==> src/rtl/ahb_sram_slave.sv <==
// AHB-Lite slave for a 1-cycle synchronous SRAM: zero-wait reads, writes parked in a one-entry buffer.
// Never stalls legal transfers; illegal size/alignment gets a two-cycle ERROR response.
module ahb_sram_slave #(
    parameter int ADDR_WIDTH = 16
) (
    input  logic                  HCLK,
    input  logic                  HRESET,
    input  logic                  HSEL,
    input  logic [31:0]           HADDR,
    input  logic [1:0]            HTRANS,
    input  logic                  HWRITE,
    input  logic [2:0]            HSIZE,
    input  logic [2:0]            HBURST,
    input  logic [3:0]            HPROT,
    input  logic [3:0]            HMASTER,
    input  logic [31:0]           HWDATA,
    input  logic                  HMASTLOCK,
    input  logic                  HREADYMUX,
    output logic [31:0]           HRDATA,
    output logic                  HREADYOUT,
    output logic [1:0]            HRESP,
    output logic                  SRAM_CS,
    output logic [3:0]            SRAM_WE,
    output logic [ADDR_WIDTH-3:0] SRAM_ADDR,
    output logic [31:0]           SRAM_WDATA,
    input  logic [31:0]           SRAM_RDATA
);

    localparam int WA = ADDR_WIDTH - 2;

    typedef enum logic [1:0] {
        ST_OK   = 2'd0,
        ST_ERR1 = 2'd1,
        ST_ERR2 = 2'd2
    } state_t;

    state_t          r_state;
    state_t          w_state_nxt;

    logic            r_wr_pend;
    logic [WA-1:0]   r_wr_addr;
    logic [3:0]      r_wr_be;
    logic            r_rd_pend;
    logic [WA-1:0]   r_rd_addr;
    logic            r_buf_vld;
    logic [WA-1:0]   r_buf_addr;
    logic [3:0]      r_buf_be;
    logic [31:0]     r_buf_data;

    logic            w_valid;
    logic            w_illegal;
    logic            w_bad;
    logic            w_rd;
    logic            w_wr;
    logic [3:0]      w_be;
    logic            w_load;
    logic            w_drain;
    logic            w_hit;
    logic [WA-1:0]   w_haddr_word;

    wire w_unused = ^{HBURST, HPROT, HMASTER, HMASTLOCK, HADDR[31:ADDR_WIDTH]};

    assign w_haddr_word = HADDR[ADDR_WIDTH-1:2];

    // Reset gates acceptance so nothing reaches the SRAM while HRESET is held.
    assign w_valid   = HSEL & HREADYMUX & HTRANS[1] & ~HRESET;
    assign w_illegal = (HSIZE > 3'd2)
                     | ((HSIZE == 3'd1) & HADDR[0])
                     | ((HSIZE == 3'd2) & (HADDR[1:0] != 2'b00));
    assign w_bad     = w_valid & w_illegal;
    assign w_rd      = w_valid & ~w_illegal & ~HWRITE;
    assign w_wr      = w_valid & ~w_illegal & HWRITE;

    always_comb begin
        w_be = 4'b1111;
        case (HSIZE[1:0])
            2'd0:    w_be = 4'b0001 << HADDR[1:0];
            2'd1:    w_be = HADDR[1] ? 4'b1100 : 4'b0011;
            default: w_be = 4'b1111;
        endcase
    end

    assign w_load  = r_wr_pend & HREADYMUX & ~HRESET;
    assign w_drain = r_buf_vld & ~w_rd & ~HRESET;
    assign w_hit   = r_buf_vld & (r_buf_addr == r_rd_addr);

    always_comb begin
        w_state_nxt = r_state;
        HREADYOUT   = 1'b1;
        HRESP       = 2'b00;
        case (r_state)
            ST_OK: begin
                if (w_bad) w_state_nxt = ST_ERR1;
            end
            ST_ERR1: begin
                HREADYOUT   = 1'b0;
                HRESP       = 2'b01;
                w_state_nxt = ST_ERR2;
            end
            ST_ERR2: begin
                HRESP       = 2'b01;
                w_state_nxt = w_bad ? ST_ERR1 : ST_OK;
            end
            default: w_state_nxt = ST_OK;
        endcase
    end

    always_ff @(posedge HCLK) begin
        if (HRESET) begin
            r_state   <= ST_OK;
            r_wr_pend <= 1'b0;
            r_rd_pend <= 1'b0;
            r_buf_vld <= 1'b0;
        end else begin
            r_state <= w_state_nxt;
            if (HREADYMUX) begin
                r_wr_pend <= w_wr;
                r_rd_pend <= w_rd;
            end
            // A load in the same cycle as a drain wins: the drain already used the old contents.
            if (w_load)
                r_buf_vld <= 1'b1;
            else if (w_drain)
                r_buf_vld <= 1'b0;
        end
    end

    always_ff @(posedge HCLK) begin
        if (w_wr) begin
            r_wr_addr <= w_haddr_word;
            r_wr_be   <= w_be;
        end
        if (w_rd)
            r_rd_addr <= w_haddr_word;
        if (w_load) begin
            r_buf_addr <= r_wr_addr;
            r_buf_be   <= r_wr_be;
            r_buf_data <= HWDATA;
        end
    end

    always_comb begin
        SRAM_CS    = 1'b0;
        SRAM_WE    = 4'b0000;
        SRAM_ADDR  = r_buf_addr;
        SRAM_WDATA = r_buf_data;
        if (w_rd) begin
            SRAM_CS   = 1'b1;
            SRAM_ADDR = w_haddr_word;
        end else if (w_drain) begin
            SRAM_CS = 1'b1;
            SRAM_WE = r_buf_be;
        end
    end

    // Bytes still sitting in the write buffer are newer than the SRAM copy.
    always_comb begin
        HRDATA = 32'h0;
        if (r_rd_pend) begin
            for (int i = 0; i < 4; i++)
                HRDATA[8*i +: 8] = (w_hit & r_buf_be[i]) ? r_buf_data[8*i +: 8]
                                                         : SRAM_RDATA[8*i +: 8];
        end
    end

endmodule

==> config.mk <==
export PLATFORM = sky130hd
export DESIGN_NAME = ahb_sram_slave
export DESIGN_NICKNAME = d
export VERILOG_FILES = /design/src/rtl/ahb_sram_slave.sv
export SDC_FILE = /design/constraint.sdc
export NUM_CORES = 1
export LEC_CHECK = 0
export ABC_CLOCK_PERIOD_IN_PS = 13300
export BUFFER_PORTS_ARGS = -buffer_cell sky130_fd_sc_hd__buf_4
export CORE_ASPECT_RATIO = 1.1
export CORE_UTILIZATION = 35
export DETAILED_ROUTE_END_ITERATION = 8
export SYNTH_ARGS = -nofsm -noshare
export SYNTH_HDL_FRONTEND = slang
export SYNTH_SLANG_ARGS = --single-unit
export TNS_END_PERCENT = 1
==> constraint.sdc <==
create_clock -name HCLK -period 13.3 [get_ports HCLK]
set_clock_uncertainty 0.2 [all_clocks]
set_input_delay 3.99 -clock HCLK [delete_from_list [all_inputs] [get_ports HCLK]]
set_output_delay 3.99 -clock HCLK [all_outputs]
set_load 0.01 [all_outputs]
# Word level (Yosys, flattened, before mapping)
# Index checks and enable logic that the tools add are counted.
[totals]
regBits = 87
out_inout_bits = 86
word_cells = 67
[op_classes]
order_cmp = 1
eq_ne = 7
shift = 1
n_mux = 19
bitwise_logic = 24
n_reduce_logical = 5
[op_table]
columns = ["op", "count"]
rows = [
  ["$mux W32", 1],
  ["$mux W8", 4],
  ["$and A1 B1 Y1", 18],
  ["$eq A14 B14 Y1", 1],
  ["$mux W14", 1],
  ["$mux W4", 3],
  ["$pmux W4 S2", 1],
  ["$mux W1", 7],
  ["$pmux W2 S3", 1],
  ["$eq A2 B1 Y1 const B", 2],
  ["$logic_not A2 Y1", 2],
  ["$not A1 Y1", 4],
  ["$reduce_bool A2 Y1", 2],
  ["$shl A1 B2 Y4 const A", 1],
  ["$eq A3 B1 Y1 const B", 1],
  ["$eq A3 B2 Y1 const B", 1],
  ["$gt A3 B2 Y1 const B", 1],
  ["$eq A2 B2 Y1 const B", 1],
  ["$mux W2", 1],
  ["$ne A2 B2 Y1 const B", 1],
  ["$or A1 B1 Y1", 2],
  ["$reduce_or A2 Y1", 1],
]

# Depth between registers and ports, before layout
[logic_depth]
word_depth = 12
mapped_depth = 5
ltp_nobuf = 5

# Least setup slack after synthesis
# OpenSTA, ideal clock, no wires.
[synth_timing]
kind = "input -> output"
startpoint = "input port HSIZE[0]"
endpoint = "output port SRAM_ADDR[10]"
t_arrival_ns = 5.584
required_time_ns = 9.110
slack_ns = 3.526
cell_stages = 4
path_buffers = 1
cell_sequence = "or3_4 a2111oi_4 buf_6 mux2_4"
[synth_via]
elab_chain_cells = 8
[synth_lines]
columns = ["element", "line", "rtl"]
rows = [
  ["start: declaration", "12", "input logic [2:0] HSIZE,"],
  ["branches (longest 3 deep; another with $gt A3 B2 Y1)", "n/a", ""],
  ["$or A1 B1 Y1 (*)", "69", "| ((HSIZE == 3'd2) & (HADDR[1:0] != 2'b00));"],
  ["$not A1 Y1 (*)", "71", "assign w_rd = w_valid & ~w_illegal & ~HWRITE;"],
  ["$and A1 B1 Y1 (*) (2 in series)", "71", ""],
  ["via w_rd", "53", "logic w_rd;"],
  ["$mux W14 (*)", "147", "if (w_rd) begin"],
  ["end: declaration", "24", "output logic [ADDR_WIDTH-3:0] SRAM_ADDR,"],
]
# Mark *: on every way through the listed nets, which the timed path passes.

# Worst setup path in the final report
[layout_timing]
startpoint = "input port HRESET"
endpoint = "output port SRAM_ADDR[5]"
[layout_via]
elab_chain_cells = 5
[layout_lines]
columns = ["element", "line", "rtl"]
rows = [
  ["start: declaration", "7", "input logic HRESET,"],
  ["$not A1 Y1", "66", "assign w_valid = HSEL & HREADYMUX & HTRANS[1] & ~HRESET;"],
  ["$and A1 B1 Y1", "66", ""],
  ["$and A1 B1 Y1 (2 in series)", "71", ""],
  ["$mux W14", "147", ""],
]
# No other way between the ends.

==> impl_metrics.toml <==
[outcome]
status = "complete, no violations"

[worst_setup_path]
worst-path-max-fanout = 23
critPathLaunchType = "input port"
critical_path_class = "input port to output port"
crit_arrival_ps = 6300
r2r_cells = 2
r2r_end = "r_buf_addr[6]"
critPathLaunch = "HRESET"
critPathCapture = "SRAM_ADDR[5]"
end_kind = "output port"
reg2reg_slack_ps = 11410
rr_startpoint = "r_wr_pend"
crit_required_ps = 9110

[clock_network]
cts.sinks = 87
hold_buffers = 0
h-tree-depth = 3
clkLatencyLatePin_ps = 330
cts_setup_buffers = 0
numCtsBuffers = 9
clk_path_buf_depth = 2
cts_root_buffer = "clkbuf_16"
cts_tree = "built"
cts_resized = 0
clk_pin_slew_ps = 60

[floorplanning]
core_sq_mm = 0.0109
die_area_sq_mm = 0.0117
std_cell_rows = 40
initial_core_util_pct = 36.0
io_pins = 204
die_width_microns = 103
fp.dieH_microns = 113

[flow_run]
max_cap_viol_count = 0

[synthesis]
synth.net_count = 400
yosysTopAreaCell = "edfxtp_1"
postSynthAreaPerCell_sq_um = 14.2
synth_common_cells = "82 x edfxtp_1, 67 x nand2_1, 33 x mux2i_1, 14 x xnor2_1, 9 x mux2_2"
ys_types = 34
synthFlopType = "edfxtp_1"
synth_edf_count = 82
syn_inst = 277
syn_area_sq_mm = 0.00393
yosysMostFrequentCell = "edfxtp_1"
netlist_top_cells_area = "edfxtp_1 63%, mux2i_1 8.4%, nand2_1 6.4%, xnor2_1 3.1%, mux2_2 2.6%"
ys_seq_area_share_pct = 65.2
synth_top_area_share_pct = 62.7
ys_seq_elements = 87
async_reset_ff_share_pct = 0
yosysWarnings = 0

[grt]
met2_usage_pct = 26.6
first_global_vias = 2537
grt_max_degree = 66
met3_usage_pct = 4.94
globalRoute.busiestLayer = "met2"
antenna_found_initial = 0
grt_use_met1_pct = 17.4
grt_pass1_wl_microns = 13000
grt_use_total_pct = 15.4
grt_overflow = 0

[sta]
timing.fmax_ghz = 0.0954
slew_violations = 0
setup_violations = 0
rsz0062_at_grt = "no"
tightest_slew_ps = 1240
period_share_pct = 78.9
final-hold-violation-count = 0
hold_slack_ps = 218
slew_headroom_pct = 17.1
finalCriticalPeriod_ps = 10490
finalSetupTns_ps = 0

[worst_hold_path]
hold_path_class = "flop to flop"

[detailed_routing]
ant_nets = 0
vias_per_cell = 4.62
drc = 0
wl_per_cell_microns = 14.8
dr.pass1.iters = 4
routed_wl_microns = 8980
vias = 2807
drt_iter0_drc = 70

[power_and_ir_drop]
leakage_nw = 2.22
p_per_area_mw_per_mm2 = 105
vdd_drop_max_mv = 0.0650

[final_layout]
drive_above_1_share_pct = 47.3
diodes = 0
final_nets = 579
areaGrowthSynthToFinish_pct = 46.1

[place]
numPortBuffers = 173
dp_hpwl_microns = 6630
globalplace.congestion = 0.696
==> flip-flops by register name, indices dropped and copies added, names as in the netlist, 2 cells and up <==
| register | flops |
|---|---|
| r_buf_addr | 14 |
| r_buf_be | 4 |
| r_rd_addr | 14 |
| SRAM_WDATA | 32 |
| r_wr_be | 4 |
| r_wr_addr | 14 |
| r_state | 2 |
==> metal layers <==
metal,wire (microns),share of wire [%],up-vias
met5,0,0,-
met4,128,1.4,0
met3,772,8.6,9
met2,4370,49,118
met1,3710,41,1319
li1,-,-,1361
==> power breakdown <==
part / switching, W / leakage [nW] / internal, W
clock: 0.000100 / 0.163 / 0.000175
sequential: 0.000000412 / 0.782 / 0.000299
combinational: 0.00000980 / 1.27 / 0.0000193
total: 0.000110 / 2.22 / 0.000494
==> final cells by class <==
type	instances	area [sq um]
clock buffer	12	256
clock inverter	4	77.6
sequential	87	2560
fill	970	5170
inverter	7	26.3
timing repair buffer	177	1330
multi-input combinational	174	1300
tap	147	184
==> metrics by stage <==
| stage | power [W] | setup slack [ps] | instances | utilization [%] | instance area (sq um) |
|---|---|---|---|---|---|
| floorplan | 0.000311 | 3530 | 277 | - | 3930 |
| global placement | 0.000334 | 2780 | 592 | 49.5 | 5410 |
| detailed placement | 0.000335 | 2790 | 592 | 49.5 | 5410 |
| CTS | 0.000611 | 2790 | 608 | 52.6 | 5740 |
| global route | 0.000626 | 2720 | 608 | 52.6 | 5740 |
| finish | 0.000605 | 2810 | 608 | 52.6 | 5740 |
==> worst max-delay path, stage by stage <==
cell	delay (ps)
buf_4	130
nand4b_1	330
a2111oi_4	860
buf_4	450
mux2_2	380
buf_4	140
==> worst min path at each step <==
stage / start / end / cells past startpoint
after CTS: r_wr_be[1] / r_buf_be[1] / 0
after floorplan: r_wr_addr[0] / r_buf_addr[0] / 0
after global routing: r_wr_addr[1] / r_buf_addr[1] / 0
after global placement: r_wr_addr[2] / r_buf_addr[2] / 0
after detailed placement: r_wr_addr[8] / r_buf_addr[8] / 0
final: r_wr_be[3] / r_buf_be[3] / 0
==> cell usage in the layout (no fill, tap or decap), drive strengths merged <==
cell,n
and2,4
a2111oi,2
and3,1
nand2,67
nand4,7
nor4,4
a31o,1
mux2i,33
mux2,14
a21o,3
a21oi,3
nor2b,1
or4,1
inv,7
clkbuf,12
ha,5
xnor2,14
conb,1
nand4b,1
or3,1
o211ai,1
clkinv,2
o21ai,1
nand2b,2
dfxtp,5
edfxtp,82
nor2,4
buf,177
o21bai,2
bufinv,2
o21a,1
==> kinds of logic (layout without fill, tap and decap cells) <==
group / Yosys count / after routing / share of synthesized area [%]
multiplexers: 47 / 47 / 12.9
other: 1 / 1 / 0.0954
XOR/XNOR: 14 / 14 / 3.12
adder cells (fa/ha/maj): 5 / 5 / 1.59
flip-flops: 87 / 87 / 65.2
AO/OA/AOI/OAI: 14 / 14 / 2.99
buffers and inverters: 16 / 200 / 1.82
AND/OR/NAND/NOR: 93 / 93 / 12.3
(Power assumes the default switching activity.)
